==> src/rtl/operand_fetch_pkg.sv <==
// Shared CPU datapath constants used by the register-read stage, the
// register file and the execute stage.
package operand_fetch_pkg;

  localparam int unsigned CPU_XLEN   = 32;            // data width
  localparam int unsigned CPU_REG_AW = 5;             // register address width
  localparam int unsigned CPU_NREG   = 2**CPU_REG_AW; // architectural registers
  localparam int unsigned CPU_CTRL_W = 16;            // opaque control bundle width

endpackage

==> src/rtl/operand_fetch_scoreboard.sv <==
// op_scoreboard: one pending-write bit per architectural register.
//   clk, rst_n          clock, asynchronous active-low reset
//   set_en/set_addr     an instruction with a destination leaves toward EX
//   clr_en/clr_addr     writeback to clr_addr this cycle
//   pend_en/pend_addr   destination of the instruction currently held in the
//                       output register (not yet issued, not yet in sb)
//   q_addr1..3          lookup addresses
//   busy1..3            hazard flag for each lookup address
module op_scoreboard
  import operand_fetch_pkg::*;
#(
  parameter int unsigned REG_AW = CPU_REG_AW
) (
  input  logic              clk,
  input  logic              rst_n,
  input  logic              set_en,
  input  logic [REG_AW-1:0] set_addr,
  input  logic              clr_en,
  input  logic [REG_AW-1:0] clr_addr,
  input  logic              pend_en,
  input  logic [REG_AW-1:0] pend_addr,
  input  logic [REG_AW-1:0] q_addr1,
  input  logic [REG_AW-1:0] q_addr2,
  input  logic [REG_AW-1:0] q_addr3,
  output logic              busy1,
  output logic              busy2,
  output logic              busy3
);

  localparam int unsigned NREG = 2**REG_AW;

  logic [NREG-1:0] sb_q;
  logic [NREG-1:0] sb_d;

  // A writeback landing this cycle already frees the register (its data is
  // bypassed), and the held-but-unissued instruction counts as pending.
  function automatic logic busy_of(
    input logic [REG_AW-1:0] a,
    input logic [NREG-1:0]   sb,
    input logic              ce,
    input logic [REG_AW-1:0] ca,
    input logic              pe,
    input logic [REG_AW-1:0] pa
  );
    return (a != '0) && ((sb[a] && !(ce && ca == a)) || (pe && pa == a));
  endfunction

  // Clear first, then set, so a same-cycle set of the same register wins.
  always_comb begin
    sb_d = sb_q;
    for (int unsigned r = 0; r < NREG; r++) begin
      if (clr_en && clr_addr == REG_AW'(r)) sb_d[r] = 1'b0;
      if (set_en && set_addr == REG_AW'(r)) sb_d[r] = 1'b1;
    end
    sb_d[0] = 1'b0;
  end

  always_ff @(posedge clk or negedge rst_n) begin
    if (!rst_n) sb_q <= '0;
    else        sb_q <= sb_d;
  end

  assign busy1 = busy_of(q_addr1, sb_q, clr_en, clr_addr, pend_en, pend_addr);
  assign busy2 = busy_of(q_addr2, sb_q, clr_en, clr_addr, pend_en, pend_addr);
  assign busy3 = busy_of(q_addr3, sb_q, clr_en, clr_addr, pend_en, pend_addr);

endmodule

==> src/rtl/operand_fetch.sv <==
// operand_fetch: register-read stage.
//   in_*        decoded instruction (valid/ready handshake)
//   rf_raddr*   regfile read addresses (combinational copies of in_rs1/in_rs2)
//   rf_rdata*   regfile combinational read data
//   wb_*        writeback port, bypassed into operands and used to clear
//               pending-write bits
//   flush       squash held and incoming instruction
//   out_*       registered operands/control toward EX (valid/ready)
// Stalls on RAW/WAW against pending writes; one-cycle latency, full throughput.
module operand_fetch
  import operand_fetch_pkg::*;
#(
  parameter int unsigned XLEN   = CPU_XLEN,
  parameter int unsigned REG_AW = CPU_REG_AW,
  parameter int unsigned CTRL_W = CPU_CTRL_W
) (
  input  logic              clk,
  input  logic              rst_n,
  input  logic              in_valid,
  output logic              in_ready,
  input  logic [REG_AW-1:0] in_rs1,
  input  logic [REG_AW-1:0] in_rs2,
  input  logic              in_use_rs1,
  input  logic              in_use_rs2,
  input  logic [REG_AW-1:0] in_rd,
  input  logic              in_rd_we,
  input  logic [XLEN-1:0]   in_pc,
  input  logic [XLEN-1:0]   in_imm,
  input  logic [CTRL_W-1:0] in_ctrl,
  output logic [REG_AW-1:0] rf_raddr1,
  output logic [REG_AW-1:0] rf_raddr2,
  input  logic [XLEN-1:0]   rf_rdata1,
  input  logic [XLEN-1:0]   rf_rdata2,
  input  logic              wb_we,
  input  logic [REG_AW-1:0] wb_waddr,
  input  logic [XLEN-1:0]   wb_wdata,
  input  logic              flush,
  output logic              out_valid,
  input  logic              out_ready,
  output logic [XLEN-1:0]   out_op1,
  output logic [XLEN-1:0]   out_op2,
  output logic [REG_AW-1:0] out_rd,
  output logic              out_rd_we,
  output logic [XLEN-1:0]   out_pc,
  output logic [XLEN-1:0]   out_imm,
  output logic [CTRL_W-1:0] out_ctrl
);

  logic busy_rs1, busy_rs2, busy_rd;
  logic hazard;
  logic accept;
  logic out_fire;
  logic [XLEN-1:0] op1_sel, op2_sel;

  assign rf_raddr1 = in_rs1;
  assign rf_raddr2 = in_rs2;

  assign out_fire = out_valid && out_ready;

  op_scoreboard #(
    .REG_AW (REG_AW)
  ) u_sb (
    .clk       (clk),
    .rst_n     (rst_n),
    .set_en    (out_fire && out_rd_we),
    .set_addr  (out_rd),
    .clr_en    (wb_we),
    .clr_addr  (wb_waddr),
    .pend_en   (out_valid && out_rd_we),
    .pend_addr (out_rd),
    .q_addr1   (in_rs1),
    .q_addr2   (in_rs2),
    .q_addr3   (in_rd),
    .busy1     (busy_rs1),
    .busy2     (busy_rs2),
    .busy3     (busy_rd)
  );

  assign hazard = (in_use_rs1 && busy_rs1) || (in_use_rs2 && busy_rs2) ||
                  (in_rd_we && busy_rd);
  assign in_ready = !flush && !hazard && (!out_valid || out_ready);
  assign accept   = in_valid && in_ready;

  // The regfile commits wb data only at the edge, so a same-cycle write must
  // be forwarded here; x0 always reads zero.
  always_comb begin
    op1_sel = rf_rdata1;
    if (in_rs1 == '0)                        op1_sel = '0;
    else if (wb_we && wb_waddr == in_rs1)    op1_sel = wb_wdata;
    op2_sel = rf_rdata2;
    if (in_rs2 == '0)                        op2_sel = '0;
    else if (wb_we && wb_waddr == in_rs2)    op2_sel = wb_wdata;
  end

  always_ff @(posedge clk or negedge rst_n) begin
    if (!rst_n) begin
      out_valid <= 1'b0;
      out_op1   <= '0;
      out_op2   <= '0;
      out_rd    <= '0;
      out_rd_we <= 1'b0;
      out_pc    <= '0;
      out_imm   <= '0;
      out_ctrl  <= '0;
    end else if (flush) begin
      out_valid <= 1'b0;
    end else if (accept) begin
      out_valid <= 1'b1;
      out_op1   <= op1_sel;
      out_op2   <= op2_sel;
      out_rd    <= in_rd;
      out_rd_we <= in_rd_we;
      out_pc    <= in_pc;
      out_imm   <= in_imm;
      out_ctrl  <= in_ctrl;
    end else if (out_ready) begin
      out_valid <= 1'b0;
    end
  end

endmodule

==> config.mk <==
export PLATFORM = sky130hd
export DESIGN_NAME = operand_fetch
export DESIGN_NICKNAME = d
export VERILOG_FILES = /design/src/rtl/operand_fetch_pkg.sv /design/src/rtl/operand_fetch_scoreboard.sv /design/src/rtl/operand_fetch.sv
export SDC_FILE = /design/constraint.sdc
export NUM_CORES = 1
export LEC_CHECK = 0
export BUFFER_PORTS_ARGS = -buffer_cell sky130_fd_sc_hd__buf_2
export CAP_MARGIN = 20
export CORE_AREA = 2 2 142 144
export CTS_CLUSTER_DIAMETER = 120
export DETAILED_ROUTE_END_ITERATION = 12
export DIE_AREA = 0 0 144 146
export PLACE_DENSITY = 0.92
export SLEW_MARGIN = 40
export SYNTH_ARGS = -nofsm -noshare
export SYNTH_HDL_FRONTEND = slang
export SYNTH_HIERARCHICAL = 1
export SYNTH_SLANG_ARGS = --single-unit
export TNS_END_PERCENT = 30
==> constraint.sdc <==
create_clock -name clk -period 7.3 [get_ports clk]
set_input_delay 1.46 -clock clk [delete_from_list [all_inputs] [get_ports clk]]
set_output_delay 1.46 -clock clk [all_outputs]
set_load 0.05 [all_outputs]
## Yosys cells after proc, flatten, opt, wreduce, memory -nomap -nowiden

Index checks and enable logic that the tools add are counted.
W data, S select, Z words.

- Flip-flop bits (word level): 182
- Output and inout port bits: 162

- Order comparisons: 3
- Eq/ne operators: 68
- Muxes and demuxes: 75
- Bitwise gates (word level): 1
- Reduce and logical (&&, ||, !) cells: 133

Operators by type and width:

| operator | number |
|---|---|
| $eq A5 B5 Y1 const B | 32 |
| $mux W32 | 4 |
| $logic_and A1 B1 Y1 | 83 |
| $eq A5 B4 Y1 const B | 16 |
| $mux W1 | 68 |
| $reduce_bool A2 Y1 | 31 |
| $eq A5 B3 Y1 const B | 8 |
| $eq A5 B5 Y1 | 6 |
| $eq A5 B2 Y1 const B | 4 |
| $lt A5 B6 Y1 const B | 3 |
| $bmux W1 S5 | 3 |
| $reduce_bool A5 Y1 | 3 |
| $eq A5 B1 Y1 const B | 2 |
| $logic_not A5 Y1 | 2 |
| $logic_not A1 Y1 | 6 |
| $logic_or A1 B1 Y1 | 6 |
| $reduce_bool A3 Y1 | 1 |
| $reduce_and A2 Y1 | 1 |
| $not A1 Y1 | 1 |

## Longest topological paths before layout

Gate-level depths: netlist of the first run.

- Depth after elaboration: 15
- Gate-level depth with buffers: 14
- Depth with buffers taken out: 9

## By module

The synthesis of the first run kept the hierarchy.

By module, submodules not included:

| module | times used | cells an instance | area each (um2) |
|---|---|---|---|
| operand_fetch | 1 | 793 | 7008.0 |
| op_scoreboard | 1 | 280 | 2688.8 |

## Worst setup path before layout of the first run

Ideal clock, no wire load.

- Kind: input to output
- Start point: input port in_rs1[0]
- End point: output port in_ready
- Data arrival time: 3.211 ns
- Data required time: 5.840 ns
- Path slack: 2.629 ns
- Stages: 8
- Cell sequence: buf_6 > mux4_2 > nand3_1 > o2111ai_1 > o211ai_1 > o31ai_1 > a22oi_1 > and3_1

- Longest elaborated chain between the ends: 12

Ends and longest elaborated chain:

| item | RTL line | source |
|---|---|---|
| start, declared | operand_fetch.sv:21 | `input logic [REG_AW-1:0] in_rs1,` |
| branches (longest 5 deep; another with $bmux W1 S5) | - |  |
| $logic_and A1 B1 Y1 * | operand_fetch_scoreboard.sv:45 | `return (a != '0) && ((sb[a] && !(ce && ca == a)) \|\| (pe && pa == a));` |
| via busy_rs1 | operand_fetch.sv:49 | `logic busy_rs1, busy_rs2, busy_rd;` |
| $logic_and A1 B1 Y1 * | operand_fetch.sv:79 | `assign hazard = (in_use_rs1 && busy_rs1) \|\| (in_use_rs2 && busy_rs2) \|\|` |
| $logic_or A1 B1 Y1 * (2 in a row) | operand_fetch.sv:79 |  |
| $logic_not A1 Y1 * | operand_fetch.sv:81 | `assign in_ready = !flush && !hazard && (!out_valid \|\| out_ready);` |
| $logic_and A1 B1 Y1 * (2 in a row) | operand_fetch.sv:81 |  |
| end, declared | operand_fetch.sv:20 | `output logic in_ready,` |

Mark *: on every way through the listed nets, which the timed path passes. The select of a mux whose other input is x is not followed.

## Final worst setup path of the first run

- Start point: input port in_rd[0]
- End point: output port in_ready

- Longest elaborated chain between the ends: 11

Ends and longest elaborated chain:

| item | RTL line | source |
|---|---|---|
| start, declared | operand_fetch.sv:25 | `input logic [REG_AW-1:0] in_rd,` |
| branches (longest 5 deep; another with $bmux W1 S5) | - |  |
| $logic_and A1 B1 Y1 * | operand_fetch_scoreboard.sv:45 |  |
| via busy_rd | operand_fetch.sv:49 |  |
| $logic_and A1 B1 Y1 * | operand_fetch.sv:80 | `(in_rd_we && busy_rd);` |
| $logic_or A1 B1 Y1 * | operand_fetch.sv:79 |  |
| $logic_not A1 Y1 * | operand_fetch.sv:81 |  |
| $logic_and A1 B1 Y1 * (2 in a row) | operand_fetch.sv:81 |  |

Marked as above.

==> summary.txt, run 1 <==
final layout net count -> 1593
setup repair after global routing missed its margin -> no
ys flop type -> sky130_fd_sc_hd__dfrtp_1
Worst path max stage delay -> 620 ps
# Post-CTS Setup Buffers -> 0
TritonCTS sink count -> 182
most instantiated library cell after synthesis -> sky130_fd_sc_hd__nand2_1
Distinct cells, synth -> 54
post-route setup TNS -> 0 ps
critical path's most frequent cell -> sky130_fd_sc_hd__buf_2
post-synth top area cell -> sky130_fd_sc_hd__dfrtp_1
number of global-route vias before repair -> 9518
Final min period -> 5170 ps
hold bufs inserted after CTS -> 0
worst-case vdd ir drop -> 0.188 mV
post-detailed-routing wire length -> 31300 microns
count of final setup violators -> 0
maximum number of pins on one net before global-route repair -> 100
Crit path max-delay family -> compound AO/OA/AOI/OAI gates
clock transition at the registers of the reported paths -> 70 ps
area growth from synthesis to layout -> 24.9%
post-route ant nets -> 0
Row Count -> 51
proportion of synthesized chip area in sequential cells -> 47.0%
PnR worst setup slack -> 2130 ps
clock network latency to the later pin of the worst-skew pair -> 420 ps
Leakage Power -> 6.31 nW
startpoint-to-endpoint class of the critical path -> in -> out
master of the slowest instance on the critical path -> sky130_fd_sc_hd__mux4_1
number of design-rule violations left by the first detailed-router iteration -> 957
Die Outline Area -> 21000 sq um
final routed DRC violation total -> 0
critical path startpoint category -> primary input
setup clock skew after layout -> 16.3 ps
Setup WS pre-CTS -> 2190 ps
Yosys warning total -> 6
main area contributors after synthesis -> sky130_fd_sc_hd__dfrtp_1 (47%), sky130_fd_sc_hd__nand2_1 (14%), sky130_fd_sc_hd__o221ai_1 (4.4%), sky130_fd_sc_hd__or3_1 (4.1%), sky130_fd_sc_hd__o21ai_0 (3.3%)
slew at the pin closest to its max-slew limit -> 853 ps
worst hold slack -> 470 ps
routability cong. -> 0.987
average cell area after synthesis -> 9.04 sq um
Final Hold Violating Endpoints -> 0
required time worst endpoint -> 5840 ps
wire length of the first global-routing pass -> 48600 microns
number of buffers added on ports -> 366
maximum frequency from static timing analysis -> 193 MHz
CTS tree -> built
I/O pin cnt -> 367
Via Count -> 9551
most common library cells after synthesis -> sky130_fd_sc_hd__nand2_1 (366), sky130_fd_sc_hd__dfrtp_1 (182), sky130_fd_sc_hd__inv_1 (70)
number of standard cells in the final layout excluding fillers -> 1670
number of synthesized flops with an enable pin -> 0
fillcell total -> 1572
root buffer cell -> sky130_fd_sc_hd__clkbuf_16
area post-placement -> 11500 sq um
drt pass-1 iters -> 6
Via-to-Cell Ratio -> 5.72
layout cells sized above 1 -> 32.1%
cell-by-cell trace of the critical path -> buf_2 > mux4_1 > a211oi_1 > or4_1 > o21ai_1 > a22oi_1 > and3_1 > buf_2
Total GRT Usage -> 29.4%
arrival time reported for the critical path endpoint -> 3710 ps
number of clock buffers inserted by TritonCTS -> 17
Cells after DPL -> 1634
P per Cell Area -> 317 nW/um^2
Std-Cell Core Area -> 19300 sq um
max-cap violation count -> 0
horizontal die dimension -> 144 microns
share of the synthesized area in the top cell type -> 47.0%
min-delay worst type -> reg -> reg
Final Instance Area -> 12100 sq um
average wire per cell in the routed design -> 18.7 microns
number of gates resized after cts -> 0
CP bufs+invs -> 2
Slew Limit Headroom -> 43.0%
final cycle utilization of the critical path -> 70.9%
Detail Placement HPWL -> 22200 microns
worst-path maximum fanout -> 16
synthesis-stage register bit count -> 182
syn_nets -> 1278
initial antenna violation count -> 5
status -> completed
post-synthesis cell area -> 9700 sq um
CP endpoint kind -> output port
gr ovfl total -> 0
number of instances in the synthesized netlist -> 1073
number of H-tree levels -> 4
max-slew violations -> 0
DIE HEIGHT -> 146 microns
Async SR Flop Fraction -> 100%
Max Buffers Root-to-Sink -> 2
initial core utilization -> 50.2%
flip-flops by register name, indices dropped and copies added, names as in the netlist:
register / cells
out_pc: 32
u_sb/sb_q: 31
out_imm: 32
out_ctrl: 16
out_rd_we: 1
out_valid: 1
out_rd: 5
out_op2: 32
out_op1: 32
where the power goes:
| part | internal (mW) | total, mW | switching (mW) |
|---|---|---|---|
| Sequential | 1.23 | 1.40 | 0.172 |
| Clock | 0.498 | 0.935 | 0.437 |
| Combinational | 0.362 | 1.51 | 1.15 |
| Total | 2.09 | 3.84 | 1.76 |
worst reg2reg max path, stage by stage, from the launching register on:
cell	delay (ps)
sky130_fd_sc_hd__dfrtp_1	450
sky130_fd_sc_hd__mux4_1	550
sky130_fd_sc_hd__a211oi_1	300
sky130_fd_sc_hd__or4_1	170
sky130_fd_sc_hd__o21ai_1	90
sky130_fd_sc_hd__a22oi_1	250
sky130_fd_sc_hd__and4_4	610
sky130_fd_sc_hd__o311ai_4	250
sky130_fd_sc_hd__buf_4	330
sky130_fd_sc_hd__o221ai_1	310
through the flow:
step / utilization [%] / total power [mW]
2_1_floorplan: - / 2.47
3_3_place_gp: 59.4 / 2.87
3_5_place_dp: 59.5 / 2.91
4_1_cts: 62.5 / 3.85
5_1_grt: 62.6 / 4.01
6_report: 62.6 / 3.84
cell families (layout without fill, tap and decap cells):
group	after synthesis	after routing	synth area share, %
AO/OA/AOI/OAI	154	154	12.6
XOR/XNOR	40	40	3.61
buffers and inverters	150	477	7.61
flip-flops	182	182	47.0
multiplexers	33	33	5.39
other	0	5	0
AND/OR/NAND/NOR	514	514	23.8
path summary, 6_finish.rpt:
path	cells past startpoint	slack, ps	end	from
min in group asynchronous	1	1010	out_pc[15]	rst_n
worst min register to register	2	470	out_imm[11]	out_imm[11]
worst max-delay path	8	2130	in_ready	in_rd[0]
worst max register to register	9	3890	out_op1[13]	u_sb/sb_q[19]
worst min-delay path	2	470	out_imm[11]	out_imm[11]
max in group asynchronous	2	5070	out_op2[14]	rst_n
cell usage in the layout, fill, tap and decap left out, drive strengths merged, types with 2 or more instances in the layout:
master / instances
a2111oi: 2
a211oi: 7
and2b: 2
and3: 4
buf: 375
clkbuf: 19
clkinv: 2
dfrtp: 182
diode: 5
inv: 79
mux2: 3
mux2i: 17
mux4: 13
nand2: 366
nand2b: 12
nand3: 5
nand3b: 4
nand4: 9
nand4b: 4
nor2: 12
nor2b: 6
nor3: 6
nor4: 5
o211ai: 2
o21ai: 66
o221ai: 65
o311ai: 5
or2: 4
or3: 65
or4: 6
xnor2: 22
xor2: 18
routing by layer:
metal	vias up	track usage (%)	part of all wire, %
li1	4269	-	-
met1	4500	35.5	36
met2	657	48.2	49
met3	125	6.68	10
met4	0	16.8	4.8
met5	-	0	0
cell type report:
type,instances,area [sq um],area share (%)
Clock buffer,18,439,3.63
Inverter,70,263,2.17
Sequential cell,182,4550,37.6
Antenna cell,5,12.5,0.103
Timing Repair Buffer,376,1930,15.9
Tap cell,265,332,2.74
Multi-Input combinational cell,741,4430,36.6
Clock inverter,13,154,1.27
No activity file was read; power rests on OpenSTA's default activity.
==> run 2: changes to the inputs <==
- CORE_AREA: 2 2 142 144 -> default
- CORE_MARGIN: default -> 2
- CORE_UTILIZATION: default -> 45
- DIE_AREA: 0 0 144 146 -> default
- PLACE_DENSITY: 0.92 -> 0.88
- clock period: 7.3 -> 4.2 ns (I/O delays scaled with it)
==> run 2 against run 1 <==
Final cell count grew 1.0%; critical path depth grew 1; combinational power grew 75%; critical endpoint unchanged.
==> summary.txt, run 2 (same netlist as run 1, synthesis figures left out) <==
critical path startpoint category -> primary input
max-cap violation count -> 0 (unchanged)
number of standard cells in the final layout excluding fillers -> 1687 (+1.0%)
area growth from synthesis to layout -> 26.0%
TritonCTS sink count -> 182 (unchanged)
Final Instance Area -> 12200 sq um (+0.86%)
number of global-route vias before repair -> 9033 (-5.1%)
I/O pin cnt -> 367 (unchanged)
part of the total power dissipated in combinational logic -> 39.8% (+0.5 points)
crit path launch -> in_rd[0]
count of final setup violators -> 0 (unchanged)
worst hold slack -> 446 ps (-23.8 ps)
max-slew violations -> 0 (unchanged)
Detail Placement HPWL -> 22000 microns (-1.1%)
average wire per cell in the routed design -> 18.0 microns (-3.7%)
setup clock skew after layout -> 15.7 ps (-0.544 ps)
reg-to-reg slack, setup -> 1240 ps (-2650 ps)
post-route ant nets -> 0 (unchanged)
number of design-rule violations left by the first detailed-router iteration -> 747 (-22%)
P per Cell Area -> 544 nW/um^2 (+71%)
required time worst endpoint -> 3360 ps (-2480 ps)
Std-Cell Core Area -> 21100 sq um (+9.1%)
Die Outline Area -> 22700 sq um (+8.2%)
area post-placement -> 11600 sq um (+1.1%)
min-delay worst type -> in -> async
master of the slowest instance on the critical path -> sky130_fd_sc_hd__a2111oi_0
root buffer cell -> sky130_fd_sc_hd__clkbuf_16
cell-by-cell trace of the critical path -> buf_2 > and2b_2 > a2111oi_0 > nor4_1 > nor3_1 > o21ai_1 > a22oi_1 > and3_1 > buf_2
routability cong. -> 0.944 (-4.4%)
startpoint-to-endpoint class of the critical path -> in -> out
Slew Limit Headroom -> 49.2% (+6.2 points)
Leakage Power -> 6.36 nW (+0.81%)
maximum number of pins on one net before global-route repair -> 86 (-14%)
clock group share of total power -> 23.9% (-0.4 points)
Max Buffers Root-to-Sink -> 2 (unchanged)
initial core utilization -> 46.0% (-4.2 points)
commonest cells after routing, fill and taps aside -> sky130_fd_sc_hd__nand2_1 (366), sky130_fd_sc_hd__buf_2 (365), sky130_fd_sc_hd__dfrtp_1 (182)
PnR worst setup slack -> 294 ps (-1830 ps)
Crit path max-delay family -> compound AO/OA/AOI/OAI gates
instance count on the critical path -> 9 (+1)
clock transition at the registers of the reported paths -> 70 ps (about the same)
Via-to-Cell Ratio -> 5.55 (-3.0%)
Worst path max stage delay -> 480 ps (-140 ps)
hold bufs inserted after CTS -> 0 (unchanged)
clock network latency to the later pin of the worst-skew pair -> 430 ps (about the same)
Register-to-Register Path Depth -> 10 (+1)
number of clock buffers inserted by TritonCTS -> 17 (unchanged)
horizontal die dimension -> 151 microns (+4.7%)
Psw -> 3.06 mW (+74%)
# Post-CTS Setup Buffers -> 0 (unchanged)
initial antenna violation count -> 2 (-3)
CTS tree -> built
Setup WS pre-CTS -> 321 ps (-1870 ps)
worst-case vdd ir drop -> 0.369 mV (+96%)
final routed DRC violation total -> 0 (unchanged)
worst-path maximum fanout -> 16 (unchanged)
switching part of the total power -> 46.1% (+0.44 points)
gr ovfl total -> 0 (unchanged)
setup repair after global routing missed its margin -> no
DIE HEIGHT -> 151 microns (+3.3%)
CP endpoint kind -> output port
most common cell after layout, fill and taps aside -> sky130_fd_sc_hd__nand2_1
Final min period -> 3910 ps
wire length of the first global-routing pass -> 46300 microns (-4.7%)
CP bufs+invs -> 2 (unchanged)
final cycle utilization of the critical path -> 93.0%
Via Count -> 9356 (-2.0%)
final design utilization -> 57.9% (-4.7 points)
layout cells sized above 1 -> 32.5% (+0.43 points)
number of H-tree levels -> 4 (unchanged)
number of gates resized after cts -> 0 (unchanged)
post-detailed-routing wire length -> 30400 microns (-2.7%)
post-route setup TNS -> 0 ps (unchanged)
arrival time reported for the critical path endpoint -> 3070 ps (-640 ps)
internal cell power -> 3.58 mW (+71%)
status -> completed
final layout net count -> 1601 (+0.50%)
critical path's most frequent cell -> sky130_fd_sc_hd__buf_2
slew at the pin closest to its max-slew limit -> 762 ps (-90.4 ps)
maximum frequency from static timing analysis -> 256 MHz
Total GRT Usage -> 26.0% (-3.4 points)
Flop pwr share -> 36.3% (about the same)
Row Count -> 53 (+3.9%)
number of buffers added on ports -> 366 (unchanged)
Total Power Consumption -> 6.64 mW (+73%)
drt pass-1 iters -> 6 (unchanged)
Final Hold Violating Endpoints -> 0 (unchanged)
Cells after DPL -> 1652 (+1.1%)
r2r startpoint -> u_sb/sb_q[16]
## run 2: cell types whose count changed in the layout (fill, tap and decap cells not counted), sizes merged, moves of 2 or more
cell / previous run / this run
buf: 375 / 384
clkbuf: 19 / 17
clkinv: 2 / 7
diode: 5 / 3
inv: 79 / 76
## run 2: cell type report
type	count	area, sq um
antenna	3	7.51
timing repair buffer	384	2040
inverter	70	263
clock buffer	17	425
clock inverter	15	165
fill	1839	8870
multi-input combinational	741	4420
sequential	182	4550
tap	275	344
## run 2: routing by layer
metal	wire [microns]	global-route usage, %
met3	3020	6.30
met2	14700	42.4
met5	0	0
met4	1030	11.2
met1	11700	33.1
## run 2: worst paths after layout
check / end
worst min register to register: out_imm[22]
min in group clk: out_imm[22]
worst min-delay path: u_sb/sb_q[1]
max in group asynchronous: u_sb/sb_q[25]
worst max-delay path: in_ready
worst max register to register: out_op1[2]
## run 2: power by group through the flow
| stage | clock network [mW] | logic, mW | registers, mW |
|---|---|---|---|
| 2_1_floorplan | 0 | 0.667 | 3.63 |
| 3_3_place_gp | 0 | 2.59 | 2.42 |
| 3_5_place_dp | 0 | 2.65 | 2.43 |
| 4_1_cts | 1.61 | 2.65 | 2.40 |
| 5_1_grt | 1.69 | 2.80 | 2.45 |
| 6_report | 1.59 | 2.64 | 2.41 |
